<file path="src/rtl/btn_pkg.sv">
// Shared types and defaults for the push-button conditioning stage.
package btn_pkg;

    typedef enum logic [1:0] {
        IDLE         = 2'b00,
        PRESS_WAIT   = 2'b01,
        PRESSED      = 2'b10,
        RELEASE_WAIT = 2'b11
    } btn_state_t;

    localparam int unsigned DEF_DEBOUNCE_CYCLES = 50000;
    localparam int unsigned DEF_REPEAT_DELAY    = 5000000;
    localparam int unsigned DEF_REPEAT_PERIOD   = 2500000;

    // Smallest counter width w with 2**w strictly greater than every count limit.
    function automatic int unsigned min_cnt_w(
        input int unsigned debounce,
        input int unsigned rdelay,
        input int unsigned rperiod
    );
        int unsigned m;
        m = debounce;
        if (rdelay > m) m = rdelay;
        if (rperiod > m) m = rperiod;
        if (m == 0) return 1;
        return $clog2(m + 1);
    endfunction

endpackage

</file>
<file path="src/rtl/sync_2ff.sv">
// Single-bit two-flop synchronizer with asynchronous active-low reset to 0.
module sync_2ff (
    input  logic clk,
    input  logic rst_n,
    input  logic d,
    output logic q
);

    logic meta;

    always_ff @(posedge clk or negedge rst_n) begin
        if (!rst_n) begin
            meta <= 1'b0;
            q    <= 1'b0;
        end else begin
            meta <= d;
            q    <= meta;
        end
    end

endmodule

</file>
<file path="src/rtl/btn_step_debouncer.sv">
// Debounces the raw button into a clean level and a one-cycle step pulse.
// Optional auto-repeat while held is built when BTN_AUTO_REPEAT_EN is defined.
module btn_step_debouncer
    import btn_pkg::*;
#(
    parameter int unsigned DEBOUNCE_CYCLES = DEF_DEBOUNCE_CYCLES,
    parameter int unsigned CNT_W           = 16,
    parameter int unsigned REPEAT_DELAY    = DEF_REPEAT_DELAY,
    parameter int unsigned REPEAT_PERIOD   = DEF_REPEAT_PERIOD
) (
    input  logic clk,
    input  logic rst_n,
    input  logic btn_raw,
    output logic step_pulse,
    output logic btn_level
);

    localparam logic [CNT_W-1:0] DEB_LAST = CNT_W'(DEBOUNCE_CYCLES - 1);

    logic             s;
    btn_state_t       state;
    btn_state_t       state_nxt;
    logic [CNT_W-1:0] cnt;
    logic [CNT_W-1:0] cnt_nxt;
    logic             level_nxt;
    logic             press_fire;
    logic             rep_fire;

    sync_2ff u_sync (
        .clk   (clk),
        .rst_n (rst_n),
        .d     (btn_raw),
        .q     (s)
    );

    always_ff @(posedge clk or negedge rst_n) begin
        if (!rst_n) begin
            state      <= IDLE;
            cnt        <= '0;
            btn_level  <= 1'b0;
            step_pulse <= 1'b0;
        end else begin
            state      <= state_nxt;
            cnt        <= cnt_nxt;
            btn_level  <= level_nxt;
            step_pulse <= press_fire | rep_fire;
        end
    end

    always_comb begin
        state_nxt  = state;
        cnt_nxt    = cnt;
        level_nxt  = btn_level;
        press_fire = 1'b0;
        case (state)
            IDLE: begin
                level_nxt = 1'b0;
                if (s) begin
                    state_nxt = PRESS_WAIT;
                    cnt_nxt   = '0;
                end
            end
            PRESS_WAIT: begin
                if (!s) begin
                    state_nxt = IDLE;
                    cnt_nxt   = '0;
                end else if (cnt == DEB_LAST) begin
                    state_nxt  = PRESSED;
                    cnt_nxt    = '0;
                    level_nxt  = 1'b1;
                    press_fire = 1'b1;
                end else begin
                    cnt_nxt = cnt + CNT_W'(1);
                end
            end
            PRESSED: begin
                level_nxt = 1'b1;
                if (!s) begin
                    state_nxt = RELEASE_WAIT;
                    cnt_nxt   = '0;
                end
            end
            RELEASE_WAIT: begin
                if (s) begin
                    state_nxt = PRESSED;
                    cnt_nxt   = '0;
                end else if (cnt == DEB_LAST) begin
                    state_nxt = IDLE;
                    cnt_nxt   = '0;
                    level_nxt = 1'b0;
                end else begin
                    cnt_nxt = cnt + CNT_W'(1);
                end
            end
            default: begin
                state_nxt = IDLE;
                cnt_nxt   = '0;
                level_nxt = 1'b0;
            end
        endcase
    end

`ifdef BTN_AUTO_REPEAT_EN
    localparam logic [CNT_W-1:0] DLY_LAST = CNT_W'(REPEAT_DELAY - 1);
    localparam logic [CNT_W-1:0] PER_LAST = CNT_W'(REPEAT_PERIOD - 1);

    logic [CNT_W-1:0] rcnt;
    logic [CNT_W-1:0] rcnt_nxt;
    logic             rphase;
    logic             rphase_nxt;

    always_ff @(posedge clk or negedge rst_n) begin
        if (!rst_n) begin
            rcnt   <= '0;
            rphase <= 1'b0;
        end else begin
            rcnt   <= rcnt_nxt;
            rphase <= rphase_nxt;
        end
    end

    // rphase selects the initial delay (0) or the steady repeat period (1);
    // RELEASE_WAIT leaves both untouched so a bounce resumes the count.
    always_comb begin
        rcnt_nxt   = rcnt;
        rphase_nxt = rphase;
        rep_fire   = 1'b0;
        if (press_fire) begin
            rcnt_nxt   = '0;
            rphase_nxt = 1'b0;
        end else if (state == PRESSED && state_nxt == PRESSED) begin
            if (rcnt == (rphase ? PER_LAST : DLY_LAST)) begin
                rep_fire   = 1'b1;
                rcnt_nxt   = '0;
                rphase_nxt = 1'b1;
            end else begin
                rcnt_nxt = rcnt + CNT_W'(1);
            end
        end else if (state_nxt == IDLE) begin
            rcnt_nxt   = '0;
            rphase_nxt = 1'b0;
        end
    end
`else
    logic unused_repeat_cfg;
    assign unused_repeat_cfg = (REPEAT_DELAY != 0) ^ (REPEAT_PERIOD != 0);
    assign rep_fire          = 1'b0;
`endif

endmodule

</file>
<file path="config.mk">
export PLATFORM = sky130hd
export DESIGN_NAME = btn_step_debouncer
export DESIGN_NICKNAME = d
export VERILOG_FILES = /design/src/rtl/btn_pkg.sv /design/src/rtl/sync_2ff.sv /design/src/rtl/btn_step_debouncer.sv
export SDC_FILE = /design/constraint.sdc
export NUM_CORES = 1
export LEC_CHECK = 0
export BUFFER_PORTS_ARGS = -buffer_cell sky130_fd_sc_hd__clkbuf_2
export CAP_MARGIN = 20
export CORE_AREA = 4 4 57 59
export CTS_CLUSTER_SIZE = 40
export DETAILED_ROUTE_END_ITERATION = 12
export DIE_AREA = 0 0 61 63
export RECOVER_POWER = 100
export SYNTH_ARGS = -nofsm -noshare
export SYNTH_HDL_FRONTEND = slang
export SYNTH_SLANG_ARGS = --single-unit
export TNS_END_PERCENT = 10
</file>
<file path="constraint.sdc">
create_clock -name clk -period 1.81 [get_ports clk]
set_input_delay 0 -clock clk [delete_from_list [all_inputs] [get_ports clk]]
set_output_delay 0 -clock clk [all_outputs]
set_load 0.005 [all_outputs]
</file>
* After elaboration in Yosys (flattened, before gate mapping) *
Index checks and enable logic that the tools add are counted.

word-level totals
  flip-flop bits (word level) = 22
  output and inout port bits = 2
  word-level logic and storage cells = 44
  input port bits = 3

cells by class
  mux-type cells = 21
  equality and inequality tests = 12
  reductions and logical operators = 4
  add/sub/neg operators = 1

operator list
  kind                                                  count
  two-way mux 16 bit                                    5
  one-hot mux 16 bit (4 select lines)                   1
  adder 16 x 1 -> 16 bit (second input constant)        1
  equality test 16 bit (second input constant)          1
  two-way mux 2 bit                                     6
  != test 2 bit (second input constant)                 4
  one-hot mux 2 bit (4 select lines)                    1
  AND reduction 4 bit                                   2
  two-way mux 1 bit                                     7
  equality test 2 bit (second input constant)           2
  != test 2 x 1 -> 1 bit (second input constant)        2
  one-hot mux 1 bit (4 select lines)                    1
  != test 3 x 2 -> 1 bit (second input constant)        1
  != test 3 bit (second input constant)                 1
  equality test 2 x 1 -> 1 bit (second input constant)  1
  zero test 2 bit                                       1
  AND reduction 2 bit                                   1

* Longest topological paths before layout *
Gate-level depths: netlist of the first run.

  word-level depth = 4
  depth in mapped cells = 8
  depth with buffers taken out = 7

* Hierarchy *
Synthesis of the first run repeated with hierarchy kept, for this count alone.

second synthesis, totals
  cells, all modules = 131
  area, all modules = 1333.8 um^2

modules (own cells, without submodules)
  module              cells an instance  area each (um^2)  seq. area each (um^2)  instances
  btn_step_debouncer  129                1283.7            500.5                  1
  sync_2ff            2                  50.0              50.0                   1

* Least setup slack after synthesis of the first run *
No wires, ideal clock.

  path kind = reg-to-reg
  start = register state[0]
  end = register cnt[15]
  slack = 0.188 ns
  period minus slack after synthesis = 1.622 ns
  data arrival time = 1.540 ns
  cell stages (with the launch flop) = 9
  buffers on the path = 1
  library setup time = 0.082 ns
  data required time = 1.728 ns
  cells stage by stage = dfrtp_1 -> inv_1 -> ha_1 -> mux2_4 -> a21oi_2 -> and2_1 -> buf_6 -> a41oi_1 -> a31oi_1

on the way
  longest elaborated chain between the ends = 3
  elaborated cells between the ends (all ways) = 8
  those cells by class = eq/ne (5); mux (1); reduce/logical (2)

ends and longest elaborated chain
  element                                                            line                      RTL
  start, declared                                                    btn_step_debouncer.sv:21  btn_state_t state;
  start signal, assigned                                             btn_step_debouncer.sv:43  state <= state_nxt;
  equality test 2 bit or zero test 2 bit (tied branches)             btn_step_debouncer.sv:55  case (state)
  != test 2 bit (no line) or != test 2 x 1 -> 1 bit (tied branches)  n/a
  AND reduction 2 bit (no line)                                      n/a
  end signal, assigned                                               btn_step_debouncer.sv:44  cnt <= cnt_nxt;
  end, declared                                                      btn_step_debouncer.sv:23  logic [CNT_W-1:0] cnt;

Parallel ways exist; a longest one is shown, timed or not.
A chain may end at the register's enable or synchronous reset.

* Worst setup path in the final report of the first run *
Same ends and word-level chain as after synthesis.

==> flow_metrics.py, run 1 <==
metrics = {
    "detailed_routing": {
        "ant_nets": 0,
        "drc": 0,
        "vias_per_cell": 5.28,
        "vias": 850,
        "wl_per_cell_um": 12.9,
        "drt_iter0_markers": 28,
        "routed_wirelength_um": 2080,
        "drtPass1Iterations": 5,
    },
    "timing": {
        "period_share_pct": 94.0,
        "setup_viol": 0,
        "drv_slew": 0,
        "fin_setup_tns_ps": 0,
        "tightestPinTransition_ps": 1180,
        "fin_skew_ps": 2.97,
        "relSlewSlack_pct": 21.2,
        "fmax_ghz": 0.588,
        "finalHoldViolCount": 0,
        "rsz0062_at_grt": "yes",
        "fin_crit_ps": 1700,
    },
    "setup_path": {
        "crit_type": "reg -> reg",
        "critPathMaxStageDelay_ps": 390,
        "critical_path_required_ps": 2050,
        "crit_arrival_ps": 1940,
        "worst_setup_path_end_kind": "register",
        "path_max_fanout": 8,
        "cp-start-kind": "register",
        "path_cells": "inv_1, ha_1, mux2_4, a21oi_2, nand2_2, a31o_2, a31oi_1",
        "slowest_stage": "dfrtp_1",
    },
    "logic_synthesis": {
        "netlist_top_cells_area": "dfrtp_1, nor2_1, ha_1",
        "synthArstFlopShare_pct": 100,
        "synthAdderAreaFrac_pct": 5.31,
        "syn_inst": 116,
        "synth_xor_area_share_pct": 7.43,
        "ys_seq_area_share_pct": 46.7,
        "yosys_warnings": 0,
        "yosysTopAreaCellShare_pct": 46.7,
        "synthFlopType": "dfrtp_1",
        "synth_top_family_by_area": "simple AND/OR/NAND/NOR gates",
        "synth_edf_count": 0,
        "synth.area.mux_share_pct": 4.25,
        "synth.avg_cell_area_um2": 10.2,
        "yosysTopAreaCell": "dfrtp_1",
        "synth_compound_gate_area_share_pct": 10.1,
        "syn_area_um2": 1180,
        "synth_cell_types": 31,
        "yosys.area_share.simple_pct": 23.4,
        "syn-num-nets": 124,
        "ys_ff_latch": 22,
    },
    "die": {
        "die-area_um2": 3840,
        "ios": 5,
        "die_height_um": 63,
        "initial_core_util_pct": 43.5,
        "chipWidth_um": 61,
        "rows": 19,
        "fp.coreArea_um2": 2710,
    },
    "finish": {
        "syn2layout_area_growth_pct": 13.4,
        "stdcell_count": 161,
        "drive_gt1_share_pct": 19.2,
        "final_common_cell": "dfrtp_1",
        "nets": 139,
        "layout_common_cells": "dfrtp_1, nor2_1, nand2_1",
        "antenna_cells": 0,
    },
    "global_routing": {
        "antenna_found_initial": 0,
        "grt_usage_pct": 12.7,
        "grt_max_degree": 23,
        "grt_pass1_wl_um": 3770,
        "grt_pass1_vias": 862,
        "grt_remaining_overflow": 0,
    },
    "cts": {
        "cts_tree": "done",
        "clk_latency_ps": 310,
        "htreeDepth": 1,
        "cts_sinks": 22,
        "clk_pin_slew_ps": 120,
        "clockBufferDepth": 2,
        "cts_root_buffer": "clkbuf_4",
        "cts_buffers": 3,
    },
    "place": {
        "io_buffers": 4,
        "place_inst": 154,
        "hpwl_um": 1570,
        "place.gp.congestion": 0.804,
    },
    "min_path": {
        "hold_class": "in -> reg",
    },
    "pwr": {
        "finalPower_mw": 1.48,
        "peakVddDrop_v": 0.000737,
        "p_leak_nw": 0.604,
        "p_per_area_nw_per_um2": 1110,
    },
    "job": {
        "cap_violations": 0,
    },
    "outcome": {
        "status": "finished, final reports clean",
    },
}
-- power by group --
group | switching [mW] | total [mW] | internal, mW
Sequential | 0.0428 | 0.590 | 0.547
Combinational | 0.329 | 0.616 | 0.287
Clock | 0.149 | 0.272 | 0.123
Total | 0.521 | 1.48 | 0.956
-- path summary, 6_finish.rpt --
check,start,endpoint,slack [ps],depth (start not counted)
worst max-delay path,state[0],cnt[15],110,7
worst min-delay path,btn_raw,u_sync.meta,330,2
worst max register to register,state[0],cnt[15],110,7
worst min register to register,u_sync.meta,u_sync.q,370,0
max in group asynchronous,rst_n,cnt[7],670,2
min in group asynchronous,rst_n,cnt[0],440,2
-- stage by stage --
step / setup WS, ps / cell area [um^2] / util, % / hold slack, ps
floorplan: 188 / 1180 / - / -296
finish: 109 / 1340 / 49.3 / 332
global route: -20.5 / 1340 / 49.3 / 337
CTS: 3.31 / 1310 / 48.4 / 216
global placement: 46.7 / 1260 / 46.4 / 10.0
detailed placement: 35.6 / 1260 / 46.4 / 13.8
-- flip-flops by register name, indices dropped and copies added, names as in the netlist, named ones only --
signal	count
btn_level	1
cnt	16
state	1
step_pulse	1
u_sync.meta	1
u_sync.q	1
-- worst max-delay path: cells and delay by family (launching register included) --
family,cells,cell delay (ps)
AOI/OAI and AO/OA,3,520
adders and majority gates,1,220
buffers and inverters,1,80
DFF,1,390
muxes,1,320
and+or+nand+nor,1,100
-- routing by layer --
metal	global-route usage (%)	up-vias	part of all wire, %
met5	0	-	0
met4	6.50	0	2.7
met3	2.27	8	3.0
met2	18.4	12	48
met1	17.7	400	47
li1	-	430	-
-- logic make-up (layout without fill, tap and decap cells) --
group | count (synthesis) | after routing
xor gates and xnor gates | 10 | 10
buffers and inverters | 6 | 20
AOI/OAI and AO/OA | 19 | 19
and+or+nand+nor | 50 | 50
muxes | 4 | 4
adders and majority gates | 5 | 5
DFF | 22 | 22
-- Yosys cell counts, types with 2 or more instances --
master	number
a31oi_1	5
mux2_4	2
xor2_1	7
mux2i_1	2
nor2_1	17
o21ai_0	6
and3_1	2
nand3_1	7
inv_1	4
a21oi_1	3
dfrtp_1	22
xnor2_1	3
nand2_1	12
ha_1	5
nand2b_1	2
nand4_1	2
-- cell type report --
cell class,instances,area (um^2)
multi-input cells,88,613
fillers,254,1370
inverters,4,15.0
well taps,31,38.8
flip-flops and latches,22,551
repair buffers,12,82.6
clock buffers,4,36.3
-- timing repair --
action,in CTS,in global routing
endpoints found under the hold margin,23,0
setup buffers,0,1
hold buffers,2,0
gates resized for setup,0,9
setup endpoints to repair,0,16
Power figures use the tool's default switching activity.
==> run 2, diff against run 1 <==
--- a/config.mk
+++ b/config.mk
@@ -5,12 +5,14 @@
 export SDC_FILE = /design/constraint.sdc
 export NUM_CORES = 1
 export LEC_CHECK = 0
+export ABC_AREA = 1
 export BUFFER_PORTS_ARGS = -buffer_cell sky130_fd_sc_hd__clkbuf_2
 export CAP_MARGIN = 20
-export CORE_AREA = 4 4 57 59
+export CORE_AREA = 4 4 60 62
 export CTS_CLUSTER_SIZE = 40
 export DETAILED_ROUTE_END_ITERATION = 12
-export DIE_AREA = 0 0 61 63
+export DIE_AREA = 0 0 64 66
+export GPL_ROUTABILITY_DRIVEN = 0
 export RECOVER_POWER = 100
 export SYNTH_ARGS = -nofsm -noshare
 export SYNTH_HDL_FRONTEND = slang
==> flow_metrics.py, run 2 <==
metrics = {
    "outcome": {
        "status": "finished, final reports clean",
    },
    "min_path": {
        "min_to": "u_sync.meta",
        "hold_class": "in -> reg",
        "whs_path_depth": 2,
        "hold_path.startpoint": "btn_raw",
    },
    "global_routing": {
        "grt_max_degree": 23,
        "grt_remaining_overflow": 0,
        "antenna_found_initial": 0,
        "grt_pass1_wl_um": 5250,
        "grt_pass1_vias": 1163,
        "grt_usage_pct": 15.9,
    },
    "timing": {
        "relSlewSlack_pct": 19.4,
        "fmax_ghz": 0.611,
        "tightestPinTransition_ps": 1210,
        "setup_viol": 0,
        "fin_crit_ps": 1640,
        "fin_skew_ps": 5.03,
        "fin_setup_tns_ps": 0,
        "period_share_pct": 90.4,
        "rsz0062_at_grt": "no",
        "finalHoldViolCount": 0,
        "drv_slew": 0,
        "holdWs_ps": 323,
    },
    "logic_synthesis": {
        "synth_cell_types": 29,
        "syn-num-nets": 191,
        "ys_ff_latch": 22,
        "yosysTopAreaCellShare_pct": 40.9,
        "netlist_top_cells_area": "dfrtp_1, nand2_1, nor2_1",
        "synthFlopType": "dfrtp_1",
        "ys_seq_area_share_pct": 40.9,
        "syn_area_um2": 1350,
        "synth_edf_count": 0,
        "synth.avg_cell_area_um2": 7.36,
        "yosys.cell_count.top_type": "nand2_1",
        "yosys_warnings": 0,
        "syn_inst": 183,
        "synthArstFlopShare_pct": 100,
        "synthTopCellsByCount": "nand2_1, nor2_1, dfrtp_1",
        "yosysTopAreaCell": "dfrtp_1",
    },
    "cts": {
        "cts_root_buffer": "clkbuf_4",
        "cts_tree": "done",
        "cts_sinks": 22,
        "clockBufferDepth": 2,
        "htreeDepth": 1,
        "clk_pin_slew_ps": 130,
        "clk_latency_ps": 320,
        "cts_buffers": 3,
    },
    "detailed_routing": {
        "drtPass1Iterations": 4,
        "routed_wirelength_um": 2820,
        "vias": 1156,
        "wl_per_cell_um": 11.9,
        "drt_iter0_markers": 58,
        "ant_nets": 0,
        "drc": 0,
        "vias_per_cell": 4.88,
    },
    "place": {
        "place_inst": 228,
        "hpwl_um": 2110,
        "io_buffers": 4,
    },
    "setup_path": {
        "worst_r2r_path_depth": 9,
        "crit_type": "reg -> reg",
        "critical_path_required_ps": 2040,
        "reg2reg_to": "cnt[11]",
        "path_max_fanout": 7,
        "crit_arrival_ps": 1860,
        "cp-start-kind": "register",
        "r2r_slack_ps": 170,
        "r2r-start": "state[0]",
        "worst_setup_path_end_kind": "register",
    },
    "pwr": {
        "p_per_area_nw_per_um2": 1030,
        "power.switching_mw": 0.568,
        "peakVddDrop_v": 0.000574,
        "p_seq_share_pct": 38.8,
        "p_clk_share_pct": 25.3,
        "swShare_pct": 37.2,
        "p_leak_nw": 0.709,
        "pwr-share-comb_pct": 35.9,
        "internal_power_mw": 0.960,
        "finalPower_mw": 1.53,
    },
    "die": {
        "fp.coreArea_um2": 3030,
        "chipWidth_um": 64,
        "die-area_um2": 4220,
        "rows": 20,
        "ios": 5,
        "initial_core_util_pct": 44.5,
        "die_height_um": 66,
    },
    "finish": {
        "regMostFlops": "cnt",
        "fill_cells": 301,
        "drive_gt1_share_pct": 9.33,
        "stdcell_count": 237,
        "nets": 202,
        "final_util_pct": 48.8,
        "multi_input_area_um2": 678,
        "layout_common_cells": "nand2_1, nor2_1, dfrtp_1",
        "final_common_cell": "nand2_1",
        "antenna_cells": 0,
        "register_area_um2": 551,
        "largest_reg_flops": 16,
        "syn2layout_area_growth_pct": 9.66,
    },
    "job": {
        "cap_violations": 0,
    },
}
==> run 2: changes by cell type in the layout (fill, tap and decap cells not counted), moves of 4 or more <==
cell	delta
nand2_1	+39
inv_1	+17
nand3_1	+6
xor2_1	-4
nor3_1	+4
nor2_1	+13
a31oi_1	-5
==> run 2: cell type report <==
cell class              instances  share of cell area, %
flip-flops and latches         22                   37.3
well taps                      44                   3.73
clock buffers                   3                   1.52
multi-input cells             136                   45.9
clock inverters                 1                   2.03
repair buffers                  9                   3.98
inverters                      22                   5.59
==> run 2: power by group through the flow <==
| stage | clock network [mW] | logic, mW | registers (mW) |
|---|---|---|---|
| floorplan | 0 | 0.412 | 0.593 |
| global placement | 0 | 0.508 | 0.602 |
| detailed placement | 0 | 0.521 | 0.603 |
| CTS | 0.398 | 0.526 | 0.593 |
| global route | 0.425 | 0.637 | 0.606 |
| finish | 0.386 | 0.549 | 0.594 |
==> run 2: routing by layer <==
layer | wire (um) | vias to the layer above | global-route usage [%] | part of all wire [%]
li1 | - | 599 | - | -
met1 | 1460 | 534 | 22.4 | 52
met2 | 1230 | 19 | 23.4 | 44
met3 | 92 | 4 | 2.55 | 3.3
met4 | 34 | 0 | 7.55 | 1.2
met5 | 0 | - | 0 | 0
==> run 2: cell families after synthesis <==
logic type	after synthesis	synth area share, %
fa+ha+maj	5	4.64
flops	22	40.9
compound gates	17	7.99
buf+inv	25	7.89
xor+xnor	4	2.60
simple gates	110	36.0
==> run 2: per-stage QoR <==
stage / instance area [um^2] / setup slack, ps
after floorplan: 1350 / 416
after global placement: 1400 / 142
after detailed placement: 1400 / 69.1
after CTS: 1470 / 46.8
after global routing: 1480 / 17.2
final: 1480 / 173
==> run 2: worst max path at each step <==
stage,startpoint,endpoint,slack [ps],cells after the start
2_1_floorplan,state[0],cnt[8],420,8
3_3_place_gp,state[0],cnt[14],140,7
3_5_place_dp,state[0],cnt[0],70,7
4_1_cts,state[0],cnt[0],50,7
5_1_grt,cnt[0],cnt[11],20,8
6_report,state[0],cnt[11],170,9
==> run 2: critical path, cell delays in order, from the launching register on <==
cell     delay, ps
dfrtp_1        450
inv_1           90
ha_1           210
nand2_1        100
o21ai_4         80
buf_4          170
nor2_2         160
nand3_1        110
nor2_1         110
nor2_1          50
==> run 2: repair_timing <==
item	in CTS	in global routing
endpoints found under the hold margin	23	0
endpoints found under the setup margin	0	16
gates resized for setup	0	0
hold buffers	2	0
buffers inserted	0	3
